**src/rtl/exmem_wb_pkg.sv**
```systemverilog
// Shared types for the EX/MEM -> write-back stage: field widths, FSM encoding, ppp codes.
// Bit vectors keep the pipeline's big-endian [0:N-1] numbering.
package exmem_wb_pkg;

    localparam int DATA_W = 64;
    localparam int REG_W  = 5;
    localparam int PPP_W  = 3;

    typedef logic [0:DATA_W-1] data_t;
    typedef logic [0:REG_W-1]  reg_t;
    typedef logic [0:PPP_W-1]  ppp_t;

    typedef enum logic {
        IDLE     = 1'b0,
        WAIT_MEM = 1'b1
    } state_t;

    // Register-file write-back field selects (carried through this stage untouched)
    localparam ppp_t PPP_DWORD = 3'b000;
    localparam ppp_t PPP_HI32  = 3'b001;
    localparam ppp_t PPP_LO32  = 3'b010;
    localparam ppp_t PPP_EVEN  = 3'b011;
    localparam ppp_t PPP_ODD   = 3'b100;

    function automatic logic is_load(input logic valid, input logic mem_en, input logic wmem_en);
        return valid & mem_en & ~wmem_en;
    endfunction

endpackage

```
**src/rtl/exmem_wb_if.sv**
```systemverilog
// EX/MEM slot, data-memory return and write-back bundle of the exmem_wb stage.
// slave = the stage itself; master = whoever drives the slot and memory (upstream/bench).
interface exmem_wb_if;
    import exmem_wb_pkg::*;

    logic  EXMEM_valid;
    data_t EXMEM_alu_out;
    reg_t  EXMEM_Wreg;
    logic  EXMEM_Wreg_en;
    logic  EXMEM_mem_en;
    logic  EXMEM_Wmem_en;
    ppp_t  EXMEM_ppp;
    logic  flush;
    data_t dmem_dout;
    logic  dmem_ready;
    logic  stall;
    logic  WB_valid;
    data_t WB_data;
    reg_t  WB_Wreg;
    logic  WB_Wreg_en;
    ppp_t  WB_ppp;
    logic  WB_err;

    modport slave (
        input  EXMEM_valid, EXMEM_alu_out, EXMEM_Wreg, EXMEM_Wreg_en,
               EXMEM_mem_en, EXMEM_Wmem_en, EXMEM_ppp, flush, dmem_dout, dmem_ready,
        output stall, WB_valid, WB_data, WB_Wreg, WB_Wreg_en, WB_ppp, WB_err
    );

    modport master (
        output EXMEM_valid, EXMEM_alu_out, EXMEM_Wreg, EXMEM_Wreg_en,
               EXMEM_mem_en, EXMEM_Wmem_en, EXMEM_ppp, flush, dmem_dout, dmem_ready,
        input  stall, WB_valid, WB_data, WB_Wreg, WB_Wreg_en, WB_ppp, WB_err
    );

endinterface

```
**src/rtl/exmem_wb.sv**
```systemverilog
// EX/MEM -> WB stage register: ALU/store retire 1 cycle after input, loads 1 cycle after dmem_ready.
// stall is combinational while a load waits; EXMEM_WB_TIMEOUT_EN adds a load-abort wait counter.
module exmem_wb
    import exmem_wb_pkg::*;
#(
    parameter int TIMEOUT_CYCLES = 16
) (
    input logic       clk,
    input logic       rst,
    exmem_wb_if.slave bus
);

    if (TIMEOUT_CYCLES < 2 || TIMEOUT_CYCLES > 255) begin : g_bad_timeout
        $error("exmem_wb: TIMEOUT_CYCLES must be within 2..255");
    end

    state_t r_state;
    logic   r_wb_valid;
    data_t  r_wb_data;
    reg_t   r_wb_wreg;
    logic   r_wb_wreg_en;
    ppp_t   r_wb_ppp;
    reg_t   r_hold_wreg;
    logic   r_hold_wreg_en;
    ppp_t   r_hold_ppp;

    logic   w_is_load;
    logic   w_is_store;
    logic   w_tmo_hit;
    logic   w_stall;

    assign w_is_load  = is_load(bus.EXMEM_valid, bus.EXMEM_mem_en, bus.EXMEM_Wmem_en);
    assign w_is_store = bus.EXMEM_valid & bus.EXMEM_mem_en & bus.EXMEM_Wmem_en;

`ifdef EXMEM_WB_TIMEOUT_EN
    logic [7:0] r_cnt;
    logic       r_wb_err;
    assign w_tmo_hit  = (r_state == WAIT_MEM) & ~bus.dmem_ready
                      & (r_cnt == 8'(TIMEOUT_CYCLES - 1));
    assign bus.WB_err = r_wb_err;
`else
    assign w_tmo_hit  = 1'b0;
    assign bus.WB_err = 1'b0;
`endif

    // Reset gating keeps stall low during reset even with a load still on the inputs
    always_comb begin
        w_stall = 1'b0;
        if (rst && !bus.flush) begin
            case (r_state)
                IDLE:     w_stall = w_is_load & ~bus.dmem_ready;
                WAIT_MEM: w_stall = ~bus.dmem_ready & ~w_tmo_hit;
                default:  w_stall = 1'b0;
            endcase
        end
    end

    always_ff @(posedge clk or negedge rst) begin
        if (!rst) begin
            r_state        <= IDLE;
            r_wb_valid     <= 1'b0;
            r_wb_data      <= '0;
            r_wb_wreg      <= '0;
            r_wb_wreg_en   <= 1'b0;
            r_wb_ppp       <= '0;
            r_hold_wreg    <= '0;
            r_hold_wreg_en <= 1'b0;
            r_hold_ppp     <= '0;
`ifdef EXMEM_WB_TIMEOUT_EN
            r_cnt          <= '0;
            r_wb_err       <= 1'b0;
`endif
        end else begin
            r_wb_valid   <= 1'b0;
            r_wb_wreg_en <= 1'b0;
`ifdef EXMEM_WB_TIMEOUT_EN
            r_wb_err     <= 1'b0;
`endif
            if (bus.flush) begin
                r_state <= IDLE;
            end else begin
                case (r_state)
                    IDLE: begin
                        if (bus.EXMEM_valid) begin
                            if (!w_is_load || bus.dmem_ready) begin
                                r_wb_valid   <= 1'b1;
                                r_wb_data    <= w_is_load ? bus.dmem_dout : bus.EXMEM_alu_out;
                                r_wb_wreg    <= bus.EXMEM_Wreg;
                                r_wb_wreg_en <= bus.EXMEM_Wreg_en & ~w_is_store;
                                r_wb_ppp     <= bus.EXMEM_ppp;
                            end else begin
                                r_state        <= WAIT_MEM;
                                r_hold_wreg    <= bus.EXMEM_Wreg;
                                r_hold_wreg_en <= bus.EXMEM_Wreg_en;
                                r_hold_ppp     <= bus.EXMEM_ppp;
`ifdef EXMEM_WB_TIMEOUT_EN
                                r_cnt          <= '0;
`endif
                            end
                        end
                    end
                    WAIT_MEM: begin
                        if (bus.dmem_ready) begin
                            r_state      <= IDLE;
                            r_wb_valid   <= 1'b1;
                            r_wb_data    <= bus.dmem_dout;
                            r_wb_wreg    <= r_hold_wreg;
                            r_wb_wreg_en <= r_hold_wreg_en;
                            r_wb_ppp     <= r_hold_ppp;
                        end
`ifdef EXMEM_WB_TIMEOUT_EN
                        // Aborted load still retires so the pipeline sees it, but never writes
                        else if (w_tmo_hit) begin
                            r_state   <= IDLE;
                            r_wb_valid <= 1'b1;
                            r_wb_wreg <= r_hold_wreg;
                            r_wb_ppp  <= r_hold_ppp;
                            r_wb_err  <= 1'b1;
                        end else begin
                            r_cnt <= r_cnt + 8'd1;
                        end
`endif
                    end
                    default: r_state <= IDLE;
                endcase
            end
        end
    end

    assign bus.stall      = w_stall;
    assign bus.WB_valid   = r_wb_valid;
    assign bus.WB_data    = r_wb_data;
    assign bus.WB_Wreg    = r_wb_wreg;
    assign bus.WB_Wreg_en = r_wb_wreg_en;
    assign bus.WB_ppp     = r_wb_ppp;

endmodule

```
**src/flat_wrapper.sv**
```systemverilog
// flat-port wrapper written by rule: the top's interface ports become plain ports
module exmem_wb_flat import exmem_wb_pkg::*;
#(
    parameter int TIMEOUT_CYCLES = 16
)
  (clk, rst, bus_EXMEM_valid, bus_EXMEM_alu_out, bus_EXMEM_Wreg, bus_EXMEM_Wreg_en, bus_EXMEM_mem_en, bus_EXMEM_Wmem_en, bus_EXMEM_ppp, bus_flush, bus_dmem_dout, bus_dmem_ready, bus_stall, bus_WB_valid, bus_WB_data, bus_WB_Wreg, bus_WB_Wreg_en, bus_WB_ppp, bus_WB_err);
  exmem_wb_if bus_i ();
  input logic clk;
  input logic rst;
  input wire logic [$bits(bus_i.EXMEM_valid)-1:0] bus_EXMEM_valid;
  input wire logic [$bits(bus_i.EXMEM_alu_out)-1:0] bus_EXMEM_alu_out;
  input wire logic [$bits(bus_i.EXMEM_Wreg)-1:0] bus_EXMEM_Wreg;
  input wire logic [$bits(bus_i.EXMEM_Wreg_en)-1:0] bus_EXMEM_Wreg_en;
  input wire logic [$bits(bus_i.EXMEM_mem_en)-1:0] bus_EXMEM_mem_en;
  input wire logic [$bits(bus_i.EXMEM_Wmem_en)-1:0] bus_EXMEM_Wmem_en;
  input wire logic [$bits(bus_i.EXMEM_ppp)-1:0] bus_EXMEM_ppp;
  input wire logic [$bits(bus_i.flush)-1:0] bus_flush;
  input wire logic [$bits(bus_i.dmem_dout)-1:0] bus_dmem_dout;
  input wire logic [$bits(bus_i.dmem_ready)-1:0] bus_dmem_ready;
  output wire logic [$bits(bus_i.stall)-1:0] bus_stall;
  output wire logic [$bits(bus_i.WB_valid)-1:0] bus_WB_valid;
  output wire logic [$bits(bus_i.WB_data)-1:0] bus_WB_data;
  output wire logic [$bits(bus_i.WB_Wreg)-1:0] bus_WB_Wreg;
  output wire logic [$bits(bus_i.WB_Wreg_en)-1:0] bus_WB_Wreg_en;
  output wire logic [$bits(bus_i.WB_ppp)-1:0] bus_WB_ppp;
  output wire logic [$bits(bus_i.WB_err)-1:0] bus_WB_err;
  assign bus_i.EXMEM_valid = bus_EXMEM_valid;
  assign bus_i.EXMEM_alu_out = bus_EXMEM_alu_out;
  assign bus_i.EXMEM_Wreg = bus_EXMEM_Wreg;
  assign bus_i.EXMEM_Wreg_en = bus_EXMEM_Wreg_en;
  assign bus_i.EXMEM_mem_en = bus_EXMEM_mem_en;
  assign bus_i.EXMEM_Wmem_en = bus_EXMEM_Wmem_en;
  assign bus_i.EXMEM_ppp = bus_EXMEM_ppp;
  assign bus_i.flush = bus_flush;
  assign bus_i.dmem_dout = bus_dmem_dout;
  assign bus_i.dmem_ready = bus_dmem_ready;
  assign bus_stall = bus_i.stall;
  assign bus_WB_valid = bus_i.WB_valid;
  assign bus_WB_data = bus_i.WB_data;
  assign bus_WB_Wreg = bus_i.WB_Wreg;
  assign bus_WB_Wreg_en = bus_i.WB_Wreg_en;
  assign bus_WB_ppp = bus_i.WB_ppp;
  assign bus_WB_err = bus_i.WB_err;
  exmem_wb #(.TIMEOUT_CYCLES(TIMEOUT_CYCLES)) u_core (.clk(clk), .rst(rst), .bus(bus_i));
endmodule
```
**config.mk**
```make
export PLATFORM = sky130hd
export DESIGN_NAME = exmem_wb_flat
export DESIGN_NICKNAME = d
export VERILOG_FILES = /design/src/rtl/exmem_wb_pkg.sv /design/src/rtl/exmem_wb_if.sv /design/src/rtl/exmem_wb.sv /design/src/flat_wrapper.sv
export SDC_FILE = /design/constraint.sdc
export NUM_CORES = 1
export LEC_CHECK = 0
export CAP_MARGIN = 20
export CORE_ASPECT_RATIO = 0.9
export CORE_MARGIN = 4
export CORE_UTILIZATION = 40
export CTS_CLUSTER_DIAMETER = 50
export DETAILED_ROUTE_END_ITERATION = 7
export PLACE_DENSITY = 0.8
export REMOVE_ABC_BUFFERS = 1
export SLEW_MARGIN = 20
export SYNTH_ARGS = -nofsm -noshare
export SYNTH_HDL_FRONTEND = slang
export SYNTH_SLANG_ARGS = --single-unit
```
**constraint.sdc**
```tcl
create_clock -name clk -period 2.15 [get_ports clk]
set_clock_uncertainty 0.1 [all_clocks]
set_input_delay 0.43 -clock clk [delete_from_list [all_inputs] [get_ports clk]]
set_output_delay 0.43 -clock clk [all_outputs]
set_load 0.05 [all_outputs]
```
Yosys cells after proc, flatten, opt, wreduce, memory -nomap -nowiden
Cells that the tools add are included.
{"block": "word_totals", "register_bits": 84, "in_bits": 144, "output_inout_bits": 76, "word_cells": 59}
{"block": "op_classes", "n_eq_ne": 3, "muxes": 30, "n_bitwise": 11, "n_reduce_logical": 6}
{"op": "$mux 64", "count": 4}
{"op": "$pmux 64 s2", "count": 1}
{"op": "$mux 5", "count": 3}
{"op": "$mux 1", "count": 13}
{"op": "$pmux 5 s2", "count": 1}
{"op": "$mux 3", "count": 3}
{"op": "$pmux 1 s2", "count": 4}
{"op": "$reduce_and 4->1", "count": 2}
{"op": "$not 1->1", "count": 6}
{"op": "$pmux 3 s2", "count": 1}
{"op": "$and 1x1->1", "count": 5}
{"op": "$ne 2x2->1 const B", "count": 2}
{"op": "$logic_not 1->1", "count": 2}
{"op": "$ne 2x1->1 const B", "count": 1}
{"op": "$logic_and 1x1->1", "count": 1}
{"op": "$logic_or 1x1->1", "count": 1}

Depth between registers and ports, before layout
{"block": "logic_depth", "ltp_word": 8, "ltp_mapped": 6, "depth_no_buf": 4}

Worst setup path before layout
OpenSTA, ideal clock, no wires.
{"block": "synth_path", "path_type": "input-to-output", "start": "input port bus_EXMEM_mem_en", "end": "output port bus_stall", "arrival_time_ps": 1515, "t_required_ps": 1620, "setup_slack_ps": 105, "cell_stages": 6, "path_buffers": 2, "cell_sequence": "nor2b_4 a21oi_2 buf_6 buf_6 nor3_1 and2_1"}
{"block": "synth_via", "elab_chain_cells": 5}
{"item": "from (decl)", "line_no": "flat_wrapper.sv:14", "text": "input wire logic [$bits(bus_i.EXMEM_mem_en)-1:0] bus_EXMEM_mem_en;"}
{"item": "$and 1x1->1 (2 in series)", "line_no": "exmem_wb_pkg.sv:26", "text": "return valid & mem_en & ~wmem_en;"}
{"item": "$and 1x1->1", "line_no": "exmem_wb.sv:51", "text": "IDLE: w_stall = w_is_load & ~bus.dmem_ready;"}
{"item": "$pmux 1 s2", "line_no": "exmem_wb.sv:50", "text": "case (r_state)"}
{"item": "$mux 1", "line_no": "exmem_wb.sv:49", "text": "if (rst && !bus.flush) begin"}
{"item": "to (decl)", "line_no": "flat_wrapper.sv:20", "text": "output wire logic [$bits(bus_i.stall)-1:0] bus_stall;"}
No other way between the ends.

Worst setup path after layout
{"block": "layout_path", "start": "register u_core.r_wb_data[48], in the netlist u_core.bus.WB_data[48]", "end": "output port bus_WB_data[48]"}
{"item": "from (decl)", "line_no": "exmem_wb.sv:19", "text": "data_t r_wb_data;"}
{"item": "from (signal assigned)", "line_no": "exmem_wb.sv:87", "text": "r_wb_data <= w_is_load ? bus.dmem_dout : bus.EXMEM_alu_out;"}
{"item": "from (signal assigned)", "line_no": "exmem_wb.sv:106", "text": "r_wb_data <= bus.dmem_dout;"}
{"item": "to (decl)", "line_no": "flat_wrapper.sv:22", "text": "output wire logic [$bits(bus_i.WB_data)-1:0] bus_WB_data;"}
No word-level cell between the ends.

==> impl_metrics.csv <==
group,metric,value,unit
timing,max_freq,0.491,GHz
grt,first_global_vias,3395,
pwr,ir_worst_vdd,0.000485,V
logic_synthesis,syn-mean-instance-area,15.7,um^2
die,initial_core_util,41.3,%
run_status,status,"finished clean",
grt,gr-total-overflow,0,
die,rows,35,
die,io_pins,220,
routing,highest_layer,"met4",
cells_and_area,nets,646,
worst_setup_path,path_buf_inv,1,
worst_setup_path,crit_family,"buffers and inverters",
logic_synthesis,synthTopCellsByArea,"dfrtp_1, mux2_2, mux2_4, buf_4, buf_6",
worst_setup_path,r2r_cells,5,
placed_design,dp_hpwl,8690,um
grt,grtUsageTotal,17.7,%
worst_setup_path,crit_start,"u_core.bus.WB_data[48]$_DFFE_PN0P_",
worst_setup_path,crit_arrival,1.51,ns
worst_hold_path,holdCritPathClass,"primary input to async pin",
routing,drt_first_pass_iters,4,
timing,max_slew_margin,62.8,%
worst_setup_path,rrSetupSlack,0.16,ns
cells_and_area,nFillCells,743,
job,maxCapViolCount,0,
worst_setup_path,cp-endpoint,"bus_WB_data[48]",
timing,fin_crit,2.04,ns
grt,grt_antenna_before_repair,0,
cells_and_area,drive_gt1_share,38.3,%
routing,wl,11300,um
timing,worst_pin_slew,0.556,ns
clocking,numCtsBuffers,9,
logic_synthesis,synth.yosys.seq_area_share,49.5,%
pwr,p_per_area,892,nW/um^2
logic_synthesis,syn_area,4250,um^2
grt,grt_first_pass_wirelength,17000,um
routing,drt-initial-drc-count,55,
worst_setup_path,crit_chain,"clkdlybuf4s50_1",
worst_setup_path,r2r_end,"u_core.bus.WB_data[45]$_DFFE_PN0P_",
clocking,clk_latency,0.32,ns
logic_synthesis,ys_seq_elements,84,
routing,ant_nets,0,
routing,vias_per_cell,4.83,
timing,post-route-period-util,94.7,%
timing,setup_violations,0,
worst_setup_path,slowest_stage,"clkdlybuf4s50_1",
logic_synthesis,ys_types,18,
worst_setup_path,reg2reg_from,"u_core.r_state$_DFF_PN0_",
worst_setup_path,end_kind,"output pin",
placed_design,dp.cells,614,
clocking,clockRootBuffer,"clkbuf_16",
routing,detail_route.wl_per_cell,17.7,um
logic_synthesis,synth_top_area_share,49.5,%
timing,whs,0.0258,ns
clocking,cts_tree,"built",
cells_and_area,finish.utilization,68.0,%
clocking,h-tree-depth,3,
logic_synthesis,yosys.area.top_type,"dfrtp_1",
worst_setup_path,path_class,"register to output pin",
routing,drt-met1-wl,4010,um
die,fp.coreArea,10300,um^2
cells_and_area,area_growth,64.9,%
cells_and_area,antenna_cells,0,
worst_setup_path,cp-start-kind,"register",
die,dieArea,12300,um^2
logic_synthesis,syn_inst,270,
routing,met3_length,1240,um
routing,drc,0,
timing,hold_viol_final,0,
die,chipHeight,106,um
pwr,power,6.24,mW
placed_design,place.port_buffers,218,
worst_setup_path,crit_fanout,2,
clocking,clk_path_buf_depth,2,
routing,wl_met2,5810,um
placed_design,routabilityCongestion,0.782,
routing,vias,3071,
timing,rsz0062_at_grt,"false",
grt,grt_max_degree,85,
logic_synthesis,yosys_warnings,0,
clocking,clock-sinks,84,
die,die_w,117,um
cells_and_area,post_layout_nonfiller_instances,636,
worst_setup_path,crit_cells,1,
worst_setup_path,cp.required,1.62,ns
pwr,p_leak,3.04,nW
timing,slew_viol_final,0,
clocking,path_clk_slew,0.06,ns
worst_setup_path,cpPeakStageDelay,0.82,ns
-- area by class of cell --
type	count	area, um^2	share of cell area, %
inverters	1	3.75	0.0536
well taps	129	161	2.31
multi-input cells	168	2010	28.8
clock inverters	5	85.1	1.22
flip-flops and latches	84	2100	30.0
repair buffers	238	2390	34.2
clock buffers	11	243	3.47
-- registers in the layout, indices dropped and copies added, names as in the netlist --
name	cells
u_core.r_state	1
u_core.bus.WB_data	64
u_core.r_hold_wreg_en	1
u_core.bus.WB_valid	1
u_core.bus.WB_ppp	3
u_core.r_hold_ppp	3
u_core.bus.WB_Wreg_en	1
u_core.r_hold_wreg	5
u_core.bus.WB_Wreg	5
-- synthesized netlist by cell type --
cell,instances
buf_2,2
nor3b_1,1
dfrtp_1,84
nor2b_4,1
inv_1,1
nor3_1,1
conb_1,1
buf_4,9
a21oi_1,1
o21ai_0,2
a21oi_2,1
nor2_1,2
and2_1,1
mux2_2,104
buf_6,6
nand3_1,3
nor2b_1,1
mux2_4,49
-- routing by layer --
layer,up-vias,GRT usage [%]
met5,-,0
met4,0,5.32
met3,17,7.18
met2,138,31.8
met1,1485,18.7
li1,1431,-
-- how the worst min path moves through the flow --
stage,start,end
floorplan,rst,u_core.bus.WB_Wreg[0]$_DFFE_PN0P_
global placement,u_core.r_hold_wreg[0]$_DFFE_PN0P_,u_core.r_hold_wreg[0]$_DFFE_PN0P_
detailed placement,u_core.r_hold_wreg[4]$_DFFE_PN0P_,u_core.r_hold_wreg[4]$_DFFE_PN0P_
CTS,rst,u_core.r_hold_ppp[1]$_DFFE_PN0P_
global route,rst,u_core.bus.WB_Wreg_en$_DFF_PN0_
finish,rst,u_core.bus.WB_ppp[1]$_DFFE_PN0P_
-- power breakdown --
group / internal [mW] / switching (mW) / total [mW]
Clock: 1.05 / 0.602 / 1.66
Combinational: 1.11 / 1.42 / 2.53
Sequential: 1.90 / 0.163 / 2.06
-- what timing repair did --
item,CTS,global route
endpoints found under the setup margin,1,1
setup buffers,6,0
pin swaps,3,0
endpoints found under the hold margin,0,0
resized for setup,4,1
hold buffers,0,0
-- per-stage QoR --
| stage | TNS [ns] | area, um^2 | setup WS (ns) |
|---|---|---|---|
| floorplan | -349.35 | 4100 | -4.74 |
| global placement | -14.81 | 6620 | -0.244 |
| detailed placement | -16.76 | 6620 | -0.278 |
| CTS | 0 | 7000 | 0.0471 |
| global route | 0 | 7000 | 0.0190 |
| finish | 0 | 7000 | 0.113 |
-- cell families after synthesis --
kind of cell | count (synthesis) | share of synthesized area (%)
compound gates | 4 | 0.560
flops | 84 | 49.5
other cells | 1 | 0.0883
mux | 153 | 44.9
simple gates | 10 | 1.44
buf+inv | 18 | 3.51
-- placed cells by master, fill, tap and decap left out, drive strengths merged --
| cell type | count |
|---|---|
| clkdlybuf4s50 | 213 |
| mux2 | 153 |
| dfrtp | 84 |
| buf | 22 |
| clkbuf | 11 |
| nand3 | 3 |
| o21ai | 2 |
| nor2 | 2 |
| clkinv | 2 |
| bufinv | 2 |
| dlygate4sd2 | 2 |
| nor2b | 2 |
| a21oi | 2 |
| nor3 | 1 |
| and2 | 1 |
| inv | 1 |
| nor3b | 1 |
| conb | 1 |
| clkinvlp | 1 |
| dlymetal6s2s | 1 |
No activity file was read; power rests on OpenSTA's default activity.
